===== src/rtl/switch_pkg.sv =====
// Shared switch types: default port count, payload width and packet bundle.
// Used by the switch fabric, the egress sinks and their benches.
package switch_pkg;

  localparam int NUM_PORTS  = 4;
  localparam int DATA_WIDTH = 8;

  typedef struct packed {
    logic [NUM_PORTS-1:0]  source;
    logic [NUM_PORTS-1:0]  target;
    logic [DATA_WIDTH-1:0] data;
  } pkt_t;

endpackage


===== src/rtl/rx_fifo.sv =====
// Packet FIFO for an egress sink; pointers carry one extra wrap bit
// so full and empty are told apart. Head reads as zero when empty.
module rx_fifo
  import switch_pkg::*;
#(
  parameter int  DEPTH = 4,
  parameter type T     = pkt_t
) (
  input  logic                       clk,
  input  logic                       rst_n,
  input  logic                       i_push,
  input  T                           i_din,
  input  logic                       i_pop,
  output logic                       o_valid,
  output T                           o_dout,
  output logic                       o_full,
  output logic [$clog2(DEPTH+1)-1:0] o_count
);

  localparam int AW = $clog2(DEPTH);

  T           r_mem [DEPTH];
  logic [AW:0] r_wptr;
  logic [AW:0] r_rptr;
  logic        w_empty;
  logic        w_full;
  logic        w_pop;
  logic        w_push;

  assign w_empty = (r_wptr == r_rptr);
  assign w_full  = (r_wptr[AW] != r_rptr[AW]) &&
                   (r_wptr[AW-1:0] == r_rptr[AW-1:0]);
  assign w_pop   = i_pop && !w_empty;
  assign w_push  = i_push && (!w_full || w_pop);

  assign o_valid = !w_empty;
  assign o_full  = w_full;
  assign o_count = ($bits(o_count))'(r_wptr - r_rptr);
  assign o_dout  = w_empty ? '0 : r_mem[r_rptr[AW-1:0]];

  // Storage write; contents need no reset since pointers gate visibility.
  always_ff @(posedge clk) begin
    if (w_push) begin
      r_mem[r_wptr[AW-1:0]] <= i_din;
    end
  end

  // Pointer advance on accepted push/pop, cleared by reset.
  always_ff @(posedge clk) begin
    if (!rst_n) begin
      r_wptr <= '0;
      r_rptr <= '0;
    end else begin
      if (w_push) r_wptr <= r_wptr + 1'b1;
      if (w_pop)  r_rptr <= r_rptr + 1'b1;
    end
  end

endmodule


===== src/rtl/port_rx_sink.sv =====
// Egress sink of one switch port: filters, buffers, flags errors.
// Optional per-source counters enabled by PORT_RX_SINK_STATS_EN.
module port_rx_sink
  import switch_pkg::*;
#(
  parameter int PORT_ID    = 0,
  parameter int NUM_PORTS  = switch_pkg::NUM_PORTS,
  parameter int DATA_WIDTH = switch_pkg::DATA_WIDTH,
  parameter int FIFO_DEPTH = 4
) (
  input  logic                            clk,
  input  logic                            rst_n,
  input  logic                            rx_valid,
  input  logic [NUM_PORTS-1:0]            rx_source,
  input  logic [NUM_PORTS-1:0]            rx_target,
  input  logic [DATA_WIDTH-1:0]           rx_data,
`ifdef PORT_RX_SINK_STATS_EN
  input  logic [$clog2(NUM_PORTS)-1:0]    stat_sel,
  output logic [15:0]                     stat_count,
`endif
  output logic                            pkt_valid,
  input  logic                            pkt_ready,
  output logic [NUM_PORTS-1:0]            pkt_source,
  output logic [NUM_PORTS-1:0]            pkt_target,
  output logic [DATA_WIDTH-1:0]           pkt_data,
  output logic [$clog2(FIFO_DEPTH+1)-1:0] fifo_count,
  output logic                            overflow_err,
  output logic                            route_err,
  input  logic                            clear_err
);

  typedef struct packed {
    logic [NUM_PORTS-1:0]  source;
    logic [NUM_PORTS-1:0]  target;
    logic [DATA_WIDTH-1:0] data;
  } rx_pkt_t;

  rx_pkt_t w_din;
  rx_pkt_t w_head;
  logic    w_route_ok;
  logic    w_route_bad;
  logic    w_req;
  logic    w_pop;
  logic    w_full;
  logic    w_accept;
  logic    w_drop;
  logic    r_overflow_err;
  logic    r_route_err;

  assign w_din       = '{source: rx_source, target: rx_target, data: rx_data};
  assign w_route_ok  = rx_target[PORT_ID] && $onehot(rx_source);
  assign w_route_bad = rx_valid && !w_route_ok;
  assign w_req       = rx_valid && w_route_ok;
  assign w_pop       = pkt_valid && pkt_ready;
  assign w_accept    = w_req && (!w_full || w_pop);
  assign w_drop      = w_req && w_full && !w_pop;

  rx_fifo #(
    .DEPTH (FIFO_DEPTH),
    .T     (rx_pkt_t)
  ) u_fifo (
    .clk     (clk),
    .rst_n   (rst_n),
    .i_push  (w_req),
    .i_din   (w_din),
    .i_pop   (pkt_ready),
    .o_valid (pkt_valid),
    .o_dout  (w_head),
    .o_full  (w_full),
    .o_count (fifo_count)
  );

  assign pkt_source   = w_head.source;
  assign pkt_target   = w_head.target;
  assign pkt_data     = w_head.data;
  assign overflow_err = r_overflow_err;
  assign route_err    = r_route_err;

  // Sticky error flags; a fresh error outranks a same-edge clear.
  always_ff @(posedge clk) begin
    if (!rst_n) begin
      r_overflow_err <= 1'b0;
      r_route_err    <= 1'b0;
    end else begin
      r_overflow_err <= w_drop || (r_overflow_err && !clear_err);
      r_route_err    <= w_route_bad || (r_route_err && !clear_err);
    end
  end

`ifdef PORT_RX_SINK_STATS_EN
  logic [15:0] r_stat [NUM_PORTS];

  assign stat_count = r_stat[stat_sel];

  // Saturating accepted-packet count per originating port.
  always_ff @(posedge clk) begin
    if (!rst_n) begin
      for (int i = 0; i < NUM_PORTS; i++) r_stat[i] <= '0;
    end else if (w_accept) begin
      for (int i = 0; i < NUM_PORTS; i++) begin
        if (rx_source[i] && r_stat[i] != 16'hFFFF) begin
          r_stat[i] <= r_stat[i] + 16'd1;
        end
      end
    end
  end
`endif

endmodule


===== config.mk =====
export PLATFORM = sky130hd
export DESIGN_NAME = port_rx_sink
export DESIGN_NICKNAME = d
export VERILOG_FILES = /design/src/rtl/switch_pkg.sv /design/src/rtl/rx_fifo.sv /design/src/rtl/port_rx_sink.sv
export SDC_FILE = /design/constraint.sdc
export NUM_CORES = 1
export LEC_CHECK = 0
export BUFFER_PORTS_ARGS = -buffer_cell sky130_fd_sc_hd__buf_2
export CAP_MARGIN = 40
export CORE_UTILIZATION = 55
export CTS_BUF_LIST = sky130_fd_sc_hd__clkbuf_16
export DETAILED_ROUTE_END_ITERATION = 8
export PLACE_DENSITY = 0.77
export SYNTH_ARGS = -nofsm -noshare
export SYNTH_HDL_FRONTEND = slang
export SYNTH_SLANG_ARGS = --single-unit

===== constraint.sdc =====
create_clock -name clk -period 8.1 [get_ports clk]
set_clock_uncertainty 0.05 [all_clocks]
set_input_delay 2.025 -clock clk [delete_from_list [all_inputs] [get_ports clk]]
set_output_delay 2.025 -clock clk [all_outputs]
set_load 0.01 [all_outputs]

* Word level (Yosys, flattened, before mapping)
Memories as Yosys holds them, arrays and structs flattened. A register that Yosys moved wholly into a read port is not among the register bits.
Index checks and enable logic that the tools add are counted.
** Storage, ports and cells
- Flip-flop bits (word level) :: 8
- RAM bits :: 64
- Bits of input ports :: 21
- Word-level logic and storage cells :: 38
- Memories kept :: 1
** Memories
- u_fifo.r_mem :: words 4, width 16, read ports 1, clocked after Yosys merged registers in 1, wr ports 1, line rx_fifo.sv:22 : T r_mem [DEPTH];
** Operators by class
- Add/subtract/negate cells :: 6
- Eq/ne operators :: 4
- Mux-type cells :: 5
- Reduce and logical (&&, ||, !) cells :: 18
** Operators with widths (number)
- 16-bit 2-to-1 mux :: 1
- 1-bit logical AND :: 10
- 3-bit by 1-bit adder with 3-bit output (second input constant) :: 2
- 1-bit logical NOT :: 5
- 1-bit by 1-bit adder with 2-bit output :: 2
- 2-bit 2-to-1 mux :: 2
- 2-bit by 2-bit adder with 3-bit output :: 1
- 3-bit by 1-bit equality test with 1-bit output (second input constant) :: 1
- 3-bit equality test :: 1
- 1-bit logical OR :: 3
- 3-bit subtractor :: 1
- 2-bit equality test :: 1
- 1-bit 2-to-1 mux :: 2
- 1-bit inequality test :: 1

* Depth between registers and ports, before layout
- Depth in word-level cells :: 8
- Gate-level depth with buffers :: 8
- Gate-level depth less buffers :: 8

* Cells and area by module
From an unflattened synthesis, not the netlist that was laid out.
** Second synthesis, totals
- Cells, all modules :: 178
- Area, all modules :: 3103.0 sq um
** Modules (own cells, without submodules)
- rx_fifo :: instances 1, cells each 159, area each 2935.3 sq um
- port_rx_sink :: instances 1, cells each 19, area each 167.7 sq um

* Least setup slack after synthesis
OpenSTA, ideal clock, no wires.
- Path kind :: input to register
- Start :: input rx_source[0]
- End :: memory u_fifo.r_mem[3][0] (netlist name), enable pin
- Arrival :: 4.717 ns
- Data required time :: 7.631 ns
- Setup slack :: 2.913 ns
- Stages :: 7
- Path buffers :: 0
- Cells stage by stage :: inv_1 fa_1 inv_1 ha_1 ha_1 nand4bb_1 a211oi_1
** Between the ends
- Longest elaborated chain between the ends :: 8
** Ends and longest elaborated chain
- start: declaration :: line port_rx_sink.sv:14 : input logic [NUM_PORTS-1:0] rx_source,
- 1-bit by 1-bit adder with 2-bit output (implied by the code) :: line port_rx_sink.sv:51 : assign w_route_ok = rx_target[PORT_ID] && $onehot(rx_source);
- 2-bit by 2-bit adder with 3-bit output (implied by the code) :: line port_rx_sink.sv:51
- 3-bit by 1-bit equality test with 1-bit output :: line port_rx_sink.sv:51
- 1-bit logical AND :: line port_rx_sink.sv:51
- 1-bit logical AND :: line port_rx_sink.sv:53 : assign w_req = rx_valid && w_route_ok;
- 1-bit logical AND :: line rx_fifo.sv:34 : assign w_push = i_push && (!w_full || w_pop);
- 1-bit 2-to-1 mux :: line rx_fifo.sv:43 : if (w_push) begin
- 1-bit 2-to-1 mux (implied by the code) :: line rx_fifo.sv:44 : r_mem[r_wptr[AW-1:0]] <= i_din;
- end: declaration :: line rx_fifo.sv:22
Every way passes these cells.

* Worst setup path after layout
- Start :: input rx_source[0]
- End :: memory u_fifo.r_mem[1][3] (netlist name), enable pin
The elaborated chain is that of the path after synthesis.

==> results.txt <==
----------------------------------------------------
[CTS]
  CTS Root Cell ... clkbuf_16
  Clk sink count ... 74
  Clock-pin transition on the worst setup and hold timing paths ... 50 ps
  H-tree lvl count ... 3
  Number of buffers created by CTS ... 9
  Post-CTS setup-driven buffer insertion count ... 0
  Total of cells resized after clock tree synthesis ... 0
  CTS tree ... built
  Count of hold buffers inserted by post-cts repair ... 0
  Clock buffer depth ... 2
  Source-to-sink clock delay at the later pin of the worst-skew pair ... 320 ps

[Setup path]
  Delay of the slowest critical-path stage ... 730 ps
  CP max FO ... 16
  Worst setup path category ... in -> reg
  Startpoint class of the critical path ... input port
  Cell at the slowest stage of the critical path ... and2_1
  Series of cell instances along the critical path ... buf_2 > inv_1 > fa_1 > inv_1 > ha_1 > ha_1 > nand4bb_1 > a211oi_2 > and2_1
  Depth of the worst register-to-register path ... 5
  Reg2reg start ... u_fifo.r_wptr[0]
  Critical path data arrival time ... 4680 ps
  Nature of the critical path endpoint ... register
  Startpoint of the worst setup timing path ... rx_source[0]
  Required time of the critical path ... 7990 ps

[STA]
  Final setup vio count ... 0
  Period utilization ... 0.591
  RSZ-0062 raised after global routing ... false
  Worst-Margin Slew ... 827 ps
  TNS Setup ... 0 ps
  Max_slew headroom ... 0.449
  Setup slack after layout ... 3310 ps
  Final Hold Violating Endpoints ... 0
  Number of max-slew violations in the final report ... 0
  Final min period ... 4790 ps
  Highest attainable clock frequency ... 209 MHz

[Placed design]
  IO Port Bufs ... 42
  Cell total after placement ... 287
  Detailed placer's ending HPWL ... 3260 um
  Placer's final routability congestion estimate ... 0.742
  Pre-CTS setup slack ... 2950 ps

[Power]
  VDD IR max ... 132 uV
  Leakage power summed over all cells ... 1.39 nW
  Cell Pwr Density ... 241 nW/um2

[Yosys]
  Async set-reset flop share out of synthesis ... 0
  Portion of synthesized cell area occupied by the leading cell type ... 0.610
  Synth Net Count ... 210
  Most numerous cell in the Yosys netlist ... edfxtp_1
  Cell taking the most area after synthesis ... edfxtp_1
  Synthesized instance count ... 178
  Synth warnings ... 0
  List of most frequent post-synthesis cells ... edfxtp_1, nor2b_1, inv_1
  Post-synthesis sequential area ratio ... 0.673
  Netlist cell types ... 29
  Avg Inst Size Synth ... 17.7 um2
  Leading cell types by total area after synthesis ... edfxtp_1, mux4_2, dfxtp_1
  Combined area of all synthesized cells ... 3150 um2
  Most used flip-flop cell after synthesis ... edfxtp_1
  Number of synthesized flops with an enable pin ... 64
  Register bit count reported by yosys ... 74

[Worst hold path]
  Cell depth of the worst hold path ... 2
  Worst hold-check path type ... reg -> reg
  Start point of the worst hold path ... u_fifo.r_rptr[0]

[Routing]
  Average wire per standard cell ... 16.4 um
  Total vias in the final route ... 1617
  Post-Route WL ... 4970 um
  Residual DRC count ... 0
  Post-route ant nets ... 0
  Starting DRC count in detailed routing ... 65
  Number of iterations in the first detailed-routing pass ... 4
  Per-cell via count in the routed design ... 5.34

[Floorplan]
  Die Wd ... 77.7 um
  Initial Utilization ... 0.573
  # rows ... 27
  I/O pins ... 43
  DIE AREA ... 6040 um2
  Die boundary height ... 77.7 um
  Area inside the core boundary ... 5510 um2

[Layout]
  Total of fill cells in the finished design ... 373
  Number of non-filler instances in the completed layout ... 303
  Share of cells above drive strength 1 ... 0.307
  Area delta synth->final ... 18.4%
  Total number of nets in the final design ... 258
  Multi-input gate area in the final layout ... 925 um2
  Antenna diode count ... 0
  Area taken by flip-flops and latches ... 2120 um2

[Global route]
  Vias in the first global route ... 1685
  Antenna violations before repair ... 0
  Largest net degree at the start of global routing ... 19
  Combined global-route utilization of all metal layers ... 0.184
  Global-route wire length before repair ... 8160 um
  Overflow left after global routing ... 0

[Job]
  Reported max-cap violation count ... 0

[Run status]
  Run status ... finished, final reports clean

----------------------------------------------------
-- final cells by class --
cell class	count	share of cell area
Clock buffer	9	0.0603
Clock inverter	7	0.0231
Inverter	14	0.0141
Multi-Input combinational cell	83	0.248
Sequential cell	74	0.568
Tap cell	72	0.0241
Timing Repair Buffer	44	0.0623
-- per-layer routing --
layer | GRT usage | vias up | part of all wire
met5 | 0 | - | 0
met4 | 0.0679 | 0 | 0.0085
met3 | 0.0424 | 5 | 0.034
met2 | 0.309 | 41 | 0.52
met1 | 0.235 | 798 | 0.44
li1 | - | 773 | -
-- power by group --
| part | switching [mW] | total (mW) | internal (mW) |
|---|---|---|---|
| Combinational | 0.0373 | 0.0717 | 0.0344 |
| Clock | 0.137 | 0.404 | 0.266 |
| Sequential | 0.00416 | 0.424 | 0.420 |
-- per-stage QoR --
| step | power (mW) | utilization | cell area, um2 | hold slack (ps) |
|---|---|---|---|---|
| global route | 0.930 | 0.678 | 3730 | 514 |
| CTS | 0.908 | 0.678 | 3730 | 478 |
| detailed placement | 0.505 | 0.621 | 3420 | 455 |
| finish | 0.899 | 0.678 | 3730 | 473 |
| floorplan | 0.481 | - | 3150 | 419 |
| global placement | 0.501 | 0.619 | 3410 | 453 |
-- state kept, by name, summed over array words and instances, names as in the netlist, named ones only --
name,count
overflow_err,1
route_err,1
u_fifo.r_mem,64
u_fifo.r_rptr,3
u_fifo.r_wptr,3
-- critical path, delay by kind of cell --
kind / cells / cell delay (ps)
AO/OA/AOI/OAI: 1 / 430
AND/OR/NAND/NOR: 2 / 1020
adder cells (fa/ha/maj): 3 / 970
buffers and inverters: 3 / 220
-- final timing paths --
path | to | slack (ps)
min reg2reg | u_fifo.r_rptr[0] | 470
max | u_fifo.r_mem[1][3] | 3310
max reg2reg | u_fifo.r_mem[1][3] | 5480
min | u_fifo.r_rptr[0] | 470
-- kinds of logic after synthesis --
logic type,after synthesis,synth area share
flops,74,0.673
simple gates,40,0.0762
mux,22,0.140
buf+inv,21,0.0353
fa+ha+maj,11,0.0484
compound gates,7,0.0183
xor+xnor,3,0.00833
-- layout by cell type, fill, tap and decap left out --
| master | instances |
|---|---|
| clkinv_4 | 1 |
| nand4_1 | 1 |
| xor2_1 | 1 |
| mux4_1 | 6 |
| buf_8 | 1 |
| a21oi_1 | 2 |
| mux4_2 | 10 |
| nand2b_1 | 2 |
| nand2_1 | 9 |
| clkinv_2 | 2 |
| inv_1 | 15 |
| o211ai_2 | 1 |
| bufinv_16 | 2 |
| o21a_1 | 1 |
| nand4b_1 | 1 |
| buf_4 | 1 |
| and3b_1 | 1 |
| nor2b_1 | 19 |
| a211oi_2 | 2 |
| dfxtp_1 | 10 |
| mux2i_1 | 6 |
| clkinv_1 | 1 |
| and2_1 | 5 |
| ha_1 | 9 |
| nand4bb_1 | 1 |
| o211ai_1 | 1 |
| xnor2_1 | 2 |
| nor4b_1 | 1 |
| clkbuf_16 | 9 |
| buf_2 | 42 |
| fa_1 | 2 |
| edfxtp_1 | 64 |
Power figures use the tool's default switching activity.
